File: config.mk
export PLATFORM = sky130hd
export DESIGN_NAME = mem_port_arbiter_flat
export DESIGN_NICKNAME = d
export VERILOG_FILES = /design/src/rtl/mem_port_arbiter_if.sv /design/src/rtl/mem_port_arbiter.sv /design/src/flat_wrapper.sv
export SDC_FILE = /design/constraint.sdc
export NUM_CORES = 1
export LEC_CHECK = 0
export CAP_MARGIN = 5
export CORE_MARGIN = 1
export CORE_UTILIZATION = 41
export DETAILED_ROUTE_END_ITERATION = 8
export GPL_ROUTABILITY_DRIVEN = 0
export PLACE_DENSITY_LB_ADDON = 0.05
export SYNTH_ARGS = -nofsm -noshare
export SYNTH_HDL_FRONTEND = slang
export SYNTH_SLANG_ARGS = --single-unit
File: constraint.sdc
create_clock -name ACLK -period 4.5 [get_ports ACLK]
set_input_delay 0.9 -clock ACLK [delete_from_list [all_inputs] [get_ports ACLK]]
set_output_delay 0.9 -clock ACLK [all_outputs]
set_load 0.02 [all_outputs]
File: src/rtl/mem_port_arbiter_if.sv
// Core-side fetch/data ports and the downstream SRAM-style requestor port of mem_port_arbiter.
// slave is the arbiter's view; master is the view of the core and memory around it.
interface mem_port_arbiter_if;
   logic [31:0] if_addr;
   logic        if_c_en;
   logic [31:0] if_rdata;
   logic        if_error;
   logic        if_stall;

   logic [31:0] dm_addr;
   logic [31:0] dm_wdata;
   logic        dm_c_en;
   logic        dm_w_en;
   logic [3:0]  dm_b_en;
   logic [31:0] dm_rdata;
   logic        dm_error;
   logic        dm_stall;

   logic [31:0] mem_addr;
   logic [31:0] mem_wdata;
   logic        mem_c_en;
   logic        mem_w_en;
   logic [3:0]  mem_b_en;
   logic [31:0] mem_rdata;
   logic        mem_error;
   logic        mem_stall;

   modport slave (
      input  if_addr, if_c_en,
      output if_rdata, if_error, if_stall,
      input  dm_addr, dm_wdata, dm_c_en, dm_w_en, dm_b_en,
      output dm_rdata, dm_error, dm_stall,
      output mem_addr, mem_wdata, mem_c_en, mem_w_en, mem_b_en,
      input  mem_rdata, mem_error, mem_stall
   );

   modport master (
      output if_addr, if_c_en,
      input  if_rdata, if_error, if_stall,
      output dm_addr, dm_wdata, dm_c_en, dm_w_en, dm_b_en,
      input  dm_rdata, dm_error, dm_stall,
      input  mem_addr, mem_wdata, mem_c_en, mem_w_en, mem_b_en,
      output mem_rdata, mem_error, mem_stall
   );
endinterface

File: src/rtl/mem_port_arbiter.sv
// Shares one downstream memory port between instruction fetch and data, one transaction at a time,
// with a stall watchdog. Define MEM_PORT_ARB_RR_EN for round-robin; otherwise data has priority.
module mem_port_arbiter #(
   parameter int unsigned TIMEOUT_CYCLES = 255,
   parameter int unsigned CNT_W          = 8
) (
   input logic               ACLK,
   input logic               ARESET,
   mem_port_arbiter_if.slave bus
);

   typedef enum logic [1:0] {StIdle, StBusy, StResp} state_e;

   localparam logic OwnFetch = 1'b0;
   localparam logic OwnData  = 1'b1;

   localparam bit          WdEn        = (TIMEOUT_CYCLES != 0);
   localparam int unsigned TimeoutLast = WdEn ? TIMEOUT_CYCLES - 1 : 0;
   localparam logic [CNT_W-1:0] CntLast = TimeoutLast[CNT_W-1:0];

   state_e           state_q, state_d;
   logic             owner_q, owner_d;
   logic             last_grant_q, last_grant_d;
   logic [31:0]      req_addr_q, req_addr_d;
   logic [31:0]      req_wdata_q, req_wdata_d;
   logic             req_w_en_q, req_w_en_d;
   logic [3:0]       req_b_en_q, req_b_en_d;
   logic [31:0]      res_rdata_q, res_rdata_d;
   logic             res_error_q, res_error_d;
   logic [CNT_W-1:0] cnt_q, cnt_d;

   logic grant_data;
   logic wd_expire;
   logic busy;
   logic resp_fetch;
   logic resp_data;

`ifdef MEM_PORT_ARB_RR_EN
   // Under contention the port that did not win last time goes next.
   assign grant_data = bus.dm_c_en && (!bus.if_c_en || (last_grant_q == OwnFetch));
`else
   assign grant_data = bus.dm_c_en;
`endif

   assign wd_expire = WdEn && (cnt_q == CntLast);

   always_ff @(posedge ACLK or posedge ARESET) begin
      if (ARESET) begin
         state_q      <= StIdle;
         owner_q      <= OwnFetch;
         last_grant_q <= OwnData;
         req_addr_q   <= '0;
         req_wdata_q  <= '0;
         req_w_en_q   <= 1'b0;
         req_b_en_q   <= '0;
         res_rdata_q  <= '0;
         res_error_q  <= 1'b0;
         cnt_q        <= '0;
      end else begin
         state_q      <= state_d;
         owner_q      <= owner_d;
         last_grant_q <= last_grant_d;
         req_addr_q   <= req_addr_d;
         req_wdata_q  <= req_wdata_d;
         req_w_en_q   <= req_w_en_d;
         req_b_en_q   <= req_b_en_d;
         res_rdata_q  <= res_rdata_d;
         res_error_q  <= res_error_d;
         cnt_q        <= cnt_d;
      end
   end

   always_comb begin
      state_d      = state_q;
      owner_d      = owner_q;
      last_grant_d = last_grant_q;
      req_addr_d   = req_addr_q;
      req_wdata_d  = req_wdata_q;
      req_w_en_d   = req_w_en_q;
      req_b_en_d   = req_b_en_q;
      res_rdata_d  = res_rdata_q;
      res_error_d  = res_error_q;
      cnt_d        = cnt_q;

      unique case (state_q)
         StIdle: begin
            if (bus.if_c_en || bus.dm_c_en) begin
               state_d = StBusy;
               if (grant_data) begin
                  owner_d     = OwnData;
                  req_addr_d  = bus.dm_addr;
                  req_wdata_d = bus.dm_wdata;
                  req_w_en_d  = bus.dm_w_en;
                  req_b_en_d  = bus.dm_b_en;
               end else begin
                  owner_d     = OwnFetch;
                  req_addr_d  = bus.if_addr;
                  req_wdata_d = '0;
                  req_w_en_d  = 1'b0;
                  req_b_en_d  = 4'hF;
               end
            end
         end
         StBusy: begin
            if (!bus.mem_stall) begin
               res_rdata_d = bus.mem_rdata;
               res_error_d = bus.mem_error;
               cnt_d       = '0;
               state_d     = StResp;
            end else if (wd_expire) begin
               res_rdata_d = '0;
               res_error_d = 1'b1;
               cnt_d       = '0;
               state_d     = StResp;
            end else begin
               cnt_d = cnt_q + 1'b1;
            end
         end
         StResp: begin
            last_grant_d = owner_q;
            state_d      = StIdle;
         end
         default: state_d = StIdle;
      endcase
   end

   assign busy       = (state_q == StBusy);
   assign resp_fetch = (state_q == StResp) && (owner_q == OwnFetch);
   assign resp_data  = (state_q == StResp) && (owner_q == OwnData);

   // Request outputs come straight from registers, so they cannot move while the master stalls.
   assign bus.mem_c_en  = busy;
   assign bus.mem_addr  = busy ? req_addr_q  : '0;
   assign bus.mem_wdata = busy ? req_wdata_q : '0;
   assign bus.mem_w_en  = busy && req_w_en_q;
   assign bus.mem_b_en  = busy ? req_b_en_q  : '0;

   assign bus.if_stall = bus.if_c_en && !resp_fetch;
   assign bus.dm_stall = bus.dm_c_en && !resp_data;
   assign bus.if_rdata = resp_fetch ? res_rdata_q : '0;
   assign bus.if_error = resp_fetch && res_error_q;
   assign bus.dm_rdata = resp_data ? res_rdata_q : '0;
   assign bus.dm_error = resp_data && res_error_q;

endmodule

File: src/flat_wrapper.sv
// flat-port wrapper written by rule: the top's interface ports become plain ports
module mem_port_arbiter_flat 
#(
   parameter int unsigned TIMEOUT_CYCLES = 255,
   parameter int unsigned CNT_W          = 8
)
  (ACLK, ARESET, bus_if_addr, bus_if_c_en, bus_if_rdata, bus_if_error, bus_if_stall, bus_dm_addr, bus_dm_wdata, bus_dm_c_en, bus_dm_w_en, bus_dm_b_en, bus_dm_rdata, bus_dm_error, bus_dm_stall, bus_mem_addr, bus_mem_wdata, bus_mem_c_en, bus_mem_w_en, bus_mem_b_en, bus_mem_rdata, bus_mem_error, bus_mem_stall);
  mem_port_arbiter_if bus_i ();
  input logic ACLK;
  input logic ARESET;
  input wire logic [$bits(bus_i.if_addr)-1:0] bus_if_addr;
  input wire logic [$bits(bus_i.if_c_en)-1:0] bus_if_c_en;
  output wire logic [$bits(bus_i.if_rdata)-1:0] bus_if_rdata;
  output wire logic [$bits(bus_i.if_error)-1:0] bus_if_error;
  output wire logic [$bits(bus_i.if_stall)-1:0] bus_if_stall;
  input wire logic [$bits(bus_i.dm_addr)-1:0] bus_dm_addr;
  input wire logic [$bits(bus_i.dm_wdata)-1:0] bus_dm_wdata;
  input wire logic [$bits(bus_i.dm_c_en)-1:0] bus_dm_c_en;
  input wire logic [$bits(bus_i.dm_w_en)-1:0] bus_dm_w_en;
  input wire logic [$bits(bus_i.dm_b_en)-1:0] bus_dm_b_en;
  output wire logic [$bits(bus_i.dm_rdata)-1:0] bus_dm_rdata;
  output wire logic [$bits(bus_i.dm_error)-1:0] bus_dm_error;
  output wire logic [$bits(bus_i.dm_stall)-1:0] bus_dm_stall;
  output wire logic [$bits(bus_i.mem_addr)-1:0] bus_mem_addr;
  output wire logic [$bits(bus_i.mem_wdata)-1:0] bus_mem_wdata;
  output wire logic [$bits(bus_i.mem_c_en)-1:0] bus_mem_c_en;
  output wire logic [$bits(bus_i.mem_w_en)-1:0] bus_mem_w_en;
  output wire logic [$bits(bus_i.mem_b_en)-1:0] bus_mem_b_en;
  input wire logic [$bits(bus_i.mem_rdata)-1:0] bus_mem_rdata;
  input wire logic [$bits(bus_i.mem_error)-1:0] bus_mem_error;
  input wire logic [$bits(bus_i.mem_stall)-1:0] bus_mem_stall;
  assign bus_i.if_addr = bus_if_addr;
  assign bus_i.if_c_en = bus_if_c_en;
  assign bus_if_rdata = bus_i.if_rdata;
  assign bus_if_error = bus_i.if_error;
  assign bus_if_stall = bus_i.if_stall;
  assign bus_i.dm_addr = bus_dm_addr;
  assign bus_i.dm_wdata = bus_dm_wdata;
  assign bus_i.dm_c_en = bus_dm_c_en;
  assign bus_i.dm_w_en = bus_dm_w_en;
  assign bus_i.dm_b_en = bus_dm_b_en;
  assign bus_dm_rdata = bus_i.dm_rdata;
  assign bus_dm_error = bus_i.dm_error;
  assign bus_dm_stall = bus_i.dm_stall;
  assign bus_mem_addr = bus_i.mem_addr;
  assign bus_mem_wdata = bus_i.mem_wdata;
  assign bus_mem_c_en = bus_i.mem_c_en;
  assign bus_mem_w_en = bus_i.mem_w_en;
  assign bus_mem_b_en = bus_i.mem_b_en;
  assign bus_i.mem_rdata = bus_mem_rdata;
  assign bus_i.mem_error = bus_mem_error;
  assign bus_i.mem_stall = bus_mem_stall;
  mem_port_arbiter #(.TIMEOUT_CYCLES(TIMEOUT_CYCLES), .CNT_W(CNT_W)) u_core (.ACLK(ACLK), .ARESET(ARESET), .bus(bus_i));
endmodule
==> results of run 1 <==
==> cells by family (layout without fill, tap and decap cells) <==
family | count (synthesis) | in the layout | synth area share, %
multiplexers | 32 | 32 | 5.84
buffers and inverters | 46 | 318 | 4.11
AO/OA/AOI/OAI | 123 | 123 | 17.2
AND/OR/NAND/NOR | 197 | 197 | 20.8
adder cells (fa/ha/maj) | 2 | 2 | 0.456
flip-flops | 113 | 113 | 51.6
==> cell usage in the layout, fill, tap and decap left out, types with 2 or more instances in the layout <==
cell type        Yosys  routed
clkdlybuf4s50_1      0     275
and2_1             137     137
dfrtp_1            113     113
a22o_1              46      46
nand2_1             42      42
o21ai_0             36      36
mux2i_1             32      32
a22o_2              19      19
clkbuf_16            0      17
inv_1                6       5
o22a_1               4       4
clkinv_2             0       4
clkbuf_8             0       4
buf_4                2       4
o21a_1               3       3
a21oi_1              3       3
clkbuf_1            18       3
inv_4                1       2
nand3_1              2       2
or3_1                2       2
o21ai_1              2       2
a31oi_1              2       2
or2_2                2       2
nor2b_1              2       2
ha_1                 2       2
bufinv_16            0       2
==> where the power goes <==
| group | internal (mW) | total [mW] | switching (mW) | leakage, nW |
|---|---|---|---|---|
| logic | 1.12 | 2.28 | 1.16 | 2.19 |
| registers | 1.49 | 1.77 | 0.283 | 1.41 |
| clock network | 0.863 | 1.30 | 0.433 | 0.286 |
==> flip-flops by register name, indices dropped and copies added (netlist names) <==
name / flops
u_core.req_addr_q: 32
u_core.req_wdata_q: 32
u_core.res_rdata_q: 32
u_core.cnt_q: 8
u_core.req_b_en_q: 4
u_core.state_q: 2
u_core.owner_q: 1
u_core.req_w_en_q: 1
u_core.res_error_q: 1
==> metal layers <==
metal / vias to the layer above / part of all wire [%]
met2: 190 / 49
met5: - / 0
li1: 2289 / -
met3: 23 / 7.2
met4: 0 / 2.2
met1: 2264 / 42
==> area by class of cell <==
class                   instances  area, um^2
fillers                       996        3930
repair buffers                281        2810
multi-input cells             354        2450
inverters                       7        31.3
clock inverters                 6        80.1
well taps                     172         215
flip-flops and latches        113        2830
clock buffers                  24         492
==> through the flow <==
| step | instance area, um^2 | hold slack, ps | setup WS [ps] |
|---|---|---|---|
| after detailed placement | 8330 | 462 | 1390 |
| final | 8900 | 468 | 1030 |
| after CTS | 8900 | 474 | 965 |
| after floorplan | 5480 | 442 | 613 |
| after global placement | 8330 | 454 | 1380 |
| after global routing | 8900 | 496 | 864 |
==> worst paths after layout <==
check / startpoint / to / slack, ps / cells past startpoint
worst max register to register: u_core.state_q[0] / u_core.req_wdata_q[14] / 2340 / 3
worst min-delay path: u_core.req_addr_q[17] / u_core.req_addr_q[17] / 470 / 2
max in group asynchronous: ARESET / u_core.res_rdata_q[8] / 2410 / 3
min in group asynchronous: ARESET / u_core.req_wdata_q[4] / 1090 / 2
worst min register to register: u_core.req_addr_q[17] / u_core.req_addr_q[17] / 470 / 2
worst max-delay path: u_core.state_q[1] / bus_mem_addr[16] / 1030 / 4
==> critical path: cells and delay by family (launching register included) <==
family / cells / cell delay [ps]
buffers and inverters: 2 / 1210
flip-flops: 1 / 390
AND/OR/NAND/NOR: 2 / 550
==> results.json, run 1 <==
{
  "start_util_pct": 42.8,
  "crit_chain": "nand2b_1 -> inv_4 -> and2_1 -> clkdlybuf4s50_1",
  "worstSetupPathType": "reg2out",
  "cts_setup_buffers": 0,
  "die_area_um2": 13800,
  "synth_top_area_cell": "dfrtp_1",
  "final_net_count": 915,
  "num_vias": 4766,
  "power_density_nw_per_um2": 602,
  "critPathMaxFanout": 77,
  "use_met3_pct": 6.59,
  "clock_path_buffers": 2,
  "routedWlPerCell_um": 16.2,
  "slowest_delay_ps": 640,
  "synth_edf_count": 0,
  "slew_headroom_pct": 18.0,
  "netlist_area_um2": 5480,
  "cts-root-buf": "clkbuf_16",
  "finalWirelength_um": 15500,
  "grt_pass1_vias": 4768,
  "portBuffers": 276,
  "die_h_um": 118,
  "syn-num-nets": 654,
  "cts_resized": 0,
  "yosys-top-cells-area": "dfrtp_1 (52%), and2_1 (16%), a22o_1 (7.3%)",
  "hpwl_um": 10900,
  "synthMostInstantiatedCell": "and2_1",
  "synth_common_cells": "and2_1 (137), dfrtp_1 (113), a22o_1 (46)",
  "grt.total_usage_pct": 23.0,
  "drt_iter0_markers": 261,
  "cts-htree-levels": 4,
  "ioPinCount": 277,
  "ys_warn_count": 0,
  "setup_violations": 0,
  "met2_usage_pct": 38.1,
  "fin_total_pwr_mw": 5.35,
  "grt_pass1_wl_um": 25000,
  "yosysTopAreaCellShare_pct": 51.6,
  "required_ps": 3600,
  "use_met1_pct": 28.2,
  "top_usage_layer": "met2",
  "status": "finished, final reports clean",
  "drtPass1Iterations": 4,
  "cp.arrival_ps": 2570,
  "n_antenna_cell": 0,
  "period_needed_ps": 3470,
  "ys_seq_area_share_pct": 51.6,
  "die-width_um": 118,
  "syn_inst": 513,
  "min_path_type": "reg2reg",
  "cts_hold_buf": 0,
  "synthFlopType": "dfrtp_1",
  "ant_nets": 0,
  "slew_violations": 0,
  "hold_viol_final": 0,
  "ys_ff_latch": 113,
  "crit_path_start_kind": "flip-flop",
  "tritoncts": "built",
  "numCtsBuffers": 17,
  "clkSinkCount": 113,
  "tns_ps": 0,
  "drv_cap": 0,
  "layout-drive-gt1-share_pct": 8.41,
  "fin_util_pct": 69.4,
  "overflow": 0,
  "leakage_nw": 3.89,
  "via_per_inst": 4.98,
  "rows": 41,
  "yosysUniqueCellTypes": 39,
  "antenna_found_initial": 0,
  "fin_crit_sh_pct": 77.0,
  "stdcell_count": 957,
  "syn2layout_area_growth_pct": 62.3,
  "avgSynthCellArea_um2": 10.7,
  "peakVddDrop_mv": 0.329,
  "crit_path_end_kind": "output port",
  "skew_ps": 6.35,
  "fmaxAchievable_ghz": 0.289,
  "core-area_um2": 12800,
  "tightest_slew_ps": 1230,
  "insertion_delay_ps": 400,
  "drc": 0,
  "place_inst": 927,
  "grt_max_degree": 88,
  "async_flop_share_pct": 100,
  "rsz0062_at_grt": "false",
  "slowest_stage": "clkdlybuf4s50_1",
  "clk_pin_slew_worst_paths_ps": 50
}
Power figures use the tool's default switching activity.
==> run 2: changes to the inputs <==
Clock period 4.5 ns to 3.2 ns, I/O delays scaled along.
==> run 2 against run 1 <==
  * Worst setup slack got worse by 910 ps
  * Combinational power increased by 42%
  * Register-to-register slack got worse by 1200 ps
  * Via count unchanged
  * Non-clock buffer count increased by 4
  * Flip-flop and latch count unchanged
  * Cell area increased by 1.1%
  * Global-route usage decreased by 0.10 points
  * Critical path type unchanged
  * Critical endpoint unchanged
==> results.json, run 2 (same netlist as run 1, synthesis figures left out) <==
{
  "finalWirelength_um": 15500,
  "die_h_um": 118,
  "tightest_slew_ps": 645,
  "drv_cap": 0,
  "grt_pass1_vias": 4783,
  "final_cell_mix": "clkdlybuf4s50_1 (275), and2_1 (137), dfrtp_1 (113), a22o_1 (46), nand2_1 (42)",
  "clock_path_buffers": 2,
  "power_density_nw_per_um2": 849,
  "min_path_type": "reg2reg",
  "peakVddDrop_mv": 0.466,
  "rows": 41,
  "cts-root-buf": "clkbuf_16",
  "fmaxAchievable_ghz": 0.325,
  "period_needed_ps": 3080,
  "routedWlPerCell_um": 16.1,
  "core-area_um2": 12800,
  "drtPass1Iterations": 6,
  "drt_iter0_markers": 252,
  "drc": 0,
  "mostFrequentLayoutCell": "clkdlybuf4s50_1",
  "crit_path_start_kind": "flip-flop",
  "hpwl_um": 11000,
  "final_net_count": 919,
  "skew_ps": 7.32,
  "largestRegisters": "u_core.req_addr_q: 32 flops, u_core.req_wdata_q: 32 flops, u_core.res_rdata_q: 32 flops",
  "leakage_nw": 3.92,
  "die-width_um": 118,
  "layout-drive-gt1-share_pct": 9.48,
  "status": "finished, final reports clean",
  "die_area_um2": 13800,
  "required_ps": 2560,
  "overflow": 0,
  "ant_nets": 0,
  "antenna_found_initial": 0,
  "worstSetupPathType": "reg2out",
  "rrSetupSlack_ps": 1120,
  "numCtsBuffers": 17,
  "setup_violations": 0,
  "insertion_delay_ps": 400,
  "n_antenna_cell": 0,
  "crit_chain": "nand2b_1 -> bufinv_8 -> and2_1 -> clkdlybuf4s50_1",
  "grt_max_degree": 84,
  "ioPinCount": 277,
  "portBuffers": 276,
  "cp.arrival_ps": 2440,
  "syn2layout_area_growth_pct": 64.1,
  "crit_path_end_kind": "output port",
  "grt.total_usage_pct": 22.9,
  "clk_pin_slew_worst_paths_ps": 50,
  "crit_buf_inv": 2,
  "start_util_pct": 42.8,
  "rsz0062_at_grt": "false",
  "tns_ps": 0,
  "slowest_delay_ps": 670,
  "via_per_inst": 4.95,
  "num_vias": 4766,
  "path_delay_family": "buffers and inverters",
  "hold_viol_final": 0,
  "tritoncts": "built",
  "holdWs_ps": 472,
  "critPathMaxFanout": 72,
  "grt_pass1_wl_um": 25100,
  "cts_hold_buf": 0,
  "cts-htree-levels": 4,
  "slew_headroom_pct": 56.9,
  "fin_crit_sh_pct": 96.1,
  "clkSinkCount": 113,
  "slowest_stage": "clkdlybuf4s50_1",
  "slew_violations": 0
}
==> run 2: per-stage QoR <==
stage / util [%] / total power [mW] / cells / setup WS [ps] / cell area (um^2)
floorplan: - / 4.36 / 513 / 1090 / 5490
global placement: 65.4 / 5.67 / 931 / 501 / 8380
detailed placement: 65.4 / 5.75 / 931 / 467 / 8380
CTS: 70.1 / 7.70 / 963 / 11.4 / 8990
global route: 70.2 / 8.10 / 963 / 2.93 / 9000
finish: 70.2 / 7.65 / 963 / 125 / 9000
==> run 2: worst register-to-register path, stage by stage, from the launching register on <==
cell and delay (ps):
dfrtp_1 390, nand2b_1 290, bufinv_8 470, buf_4 230, o211ai_2 150, or3_1 390
o21ai_1 90
==> run 2: repair_timing <==
action | CTS | global route
resized for setup | 0 | 3
setup buffers | 0 | 0
endpoints found under the setup margin | 0 | 69
==> run 2: routing by layer <==
layer	track usage, %	share of wire (%)	vias to the layer above
met4	7.85	2.1	0
met5	0	0	-
met2	38.6	49	200
met1	27.7	42	2250
met3	7.07	7.0	19
li1	-	-	2297
==> run 2: layout make-up <==
class,instances,area (um^2)
Fill cell,978,3820
Tap cell,172,215
Sequential cell,113,2830
Clock inverter,14,165
Timing Repair Buffer,285,2860
Multi-Input combinational cell,354,2450
Inverter,7,43.8
Clock buffer,18,439
==> run 2: worst paths after layout <==
path,from,endpoint,depth (start not counted)
worst max-delay path,u_core.state_q[1],bus_mem_addr[16],4
worst min-delay path,u_core.req_addr_q[30],u_core.req_addr_q[30],2
worst max register to register,u_core.state_q[1],u_core.cnt_q[3],6
worst min register to register,u_core.req_addr_q[30],u_core.req_addr_q[30],2
max in group asynchronous,ARESET,u_core.req_wdata_q[21],3
min in group asynchronous,ARESET,u_core.res_rdata_q[25],2
==> run 2: power breakdown <==
part,switching (mW),total (mW),internal [mW]
sequential,0.422,2.52,2.10
clock,0.660,1.90,1.24
combinational,1.61,3.23,1.62
==> run 3: changes to the inputs <==
Settings changed: CTS_CLUSTER_DIAMETER set to 50.
==> results of run 3 <==
Same layout as run 2: the final DEF is identical, and so are final timing and power.
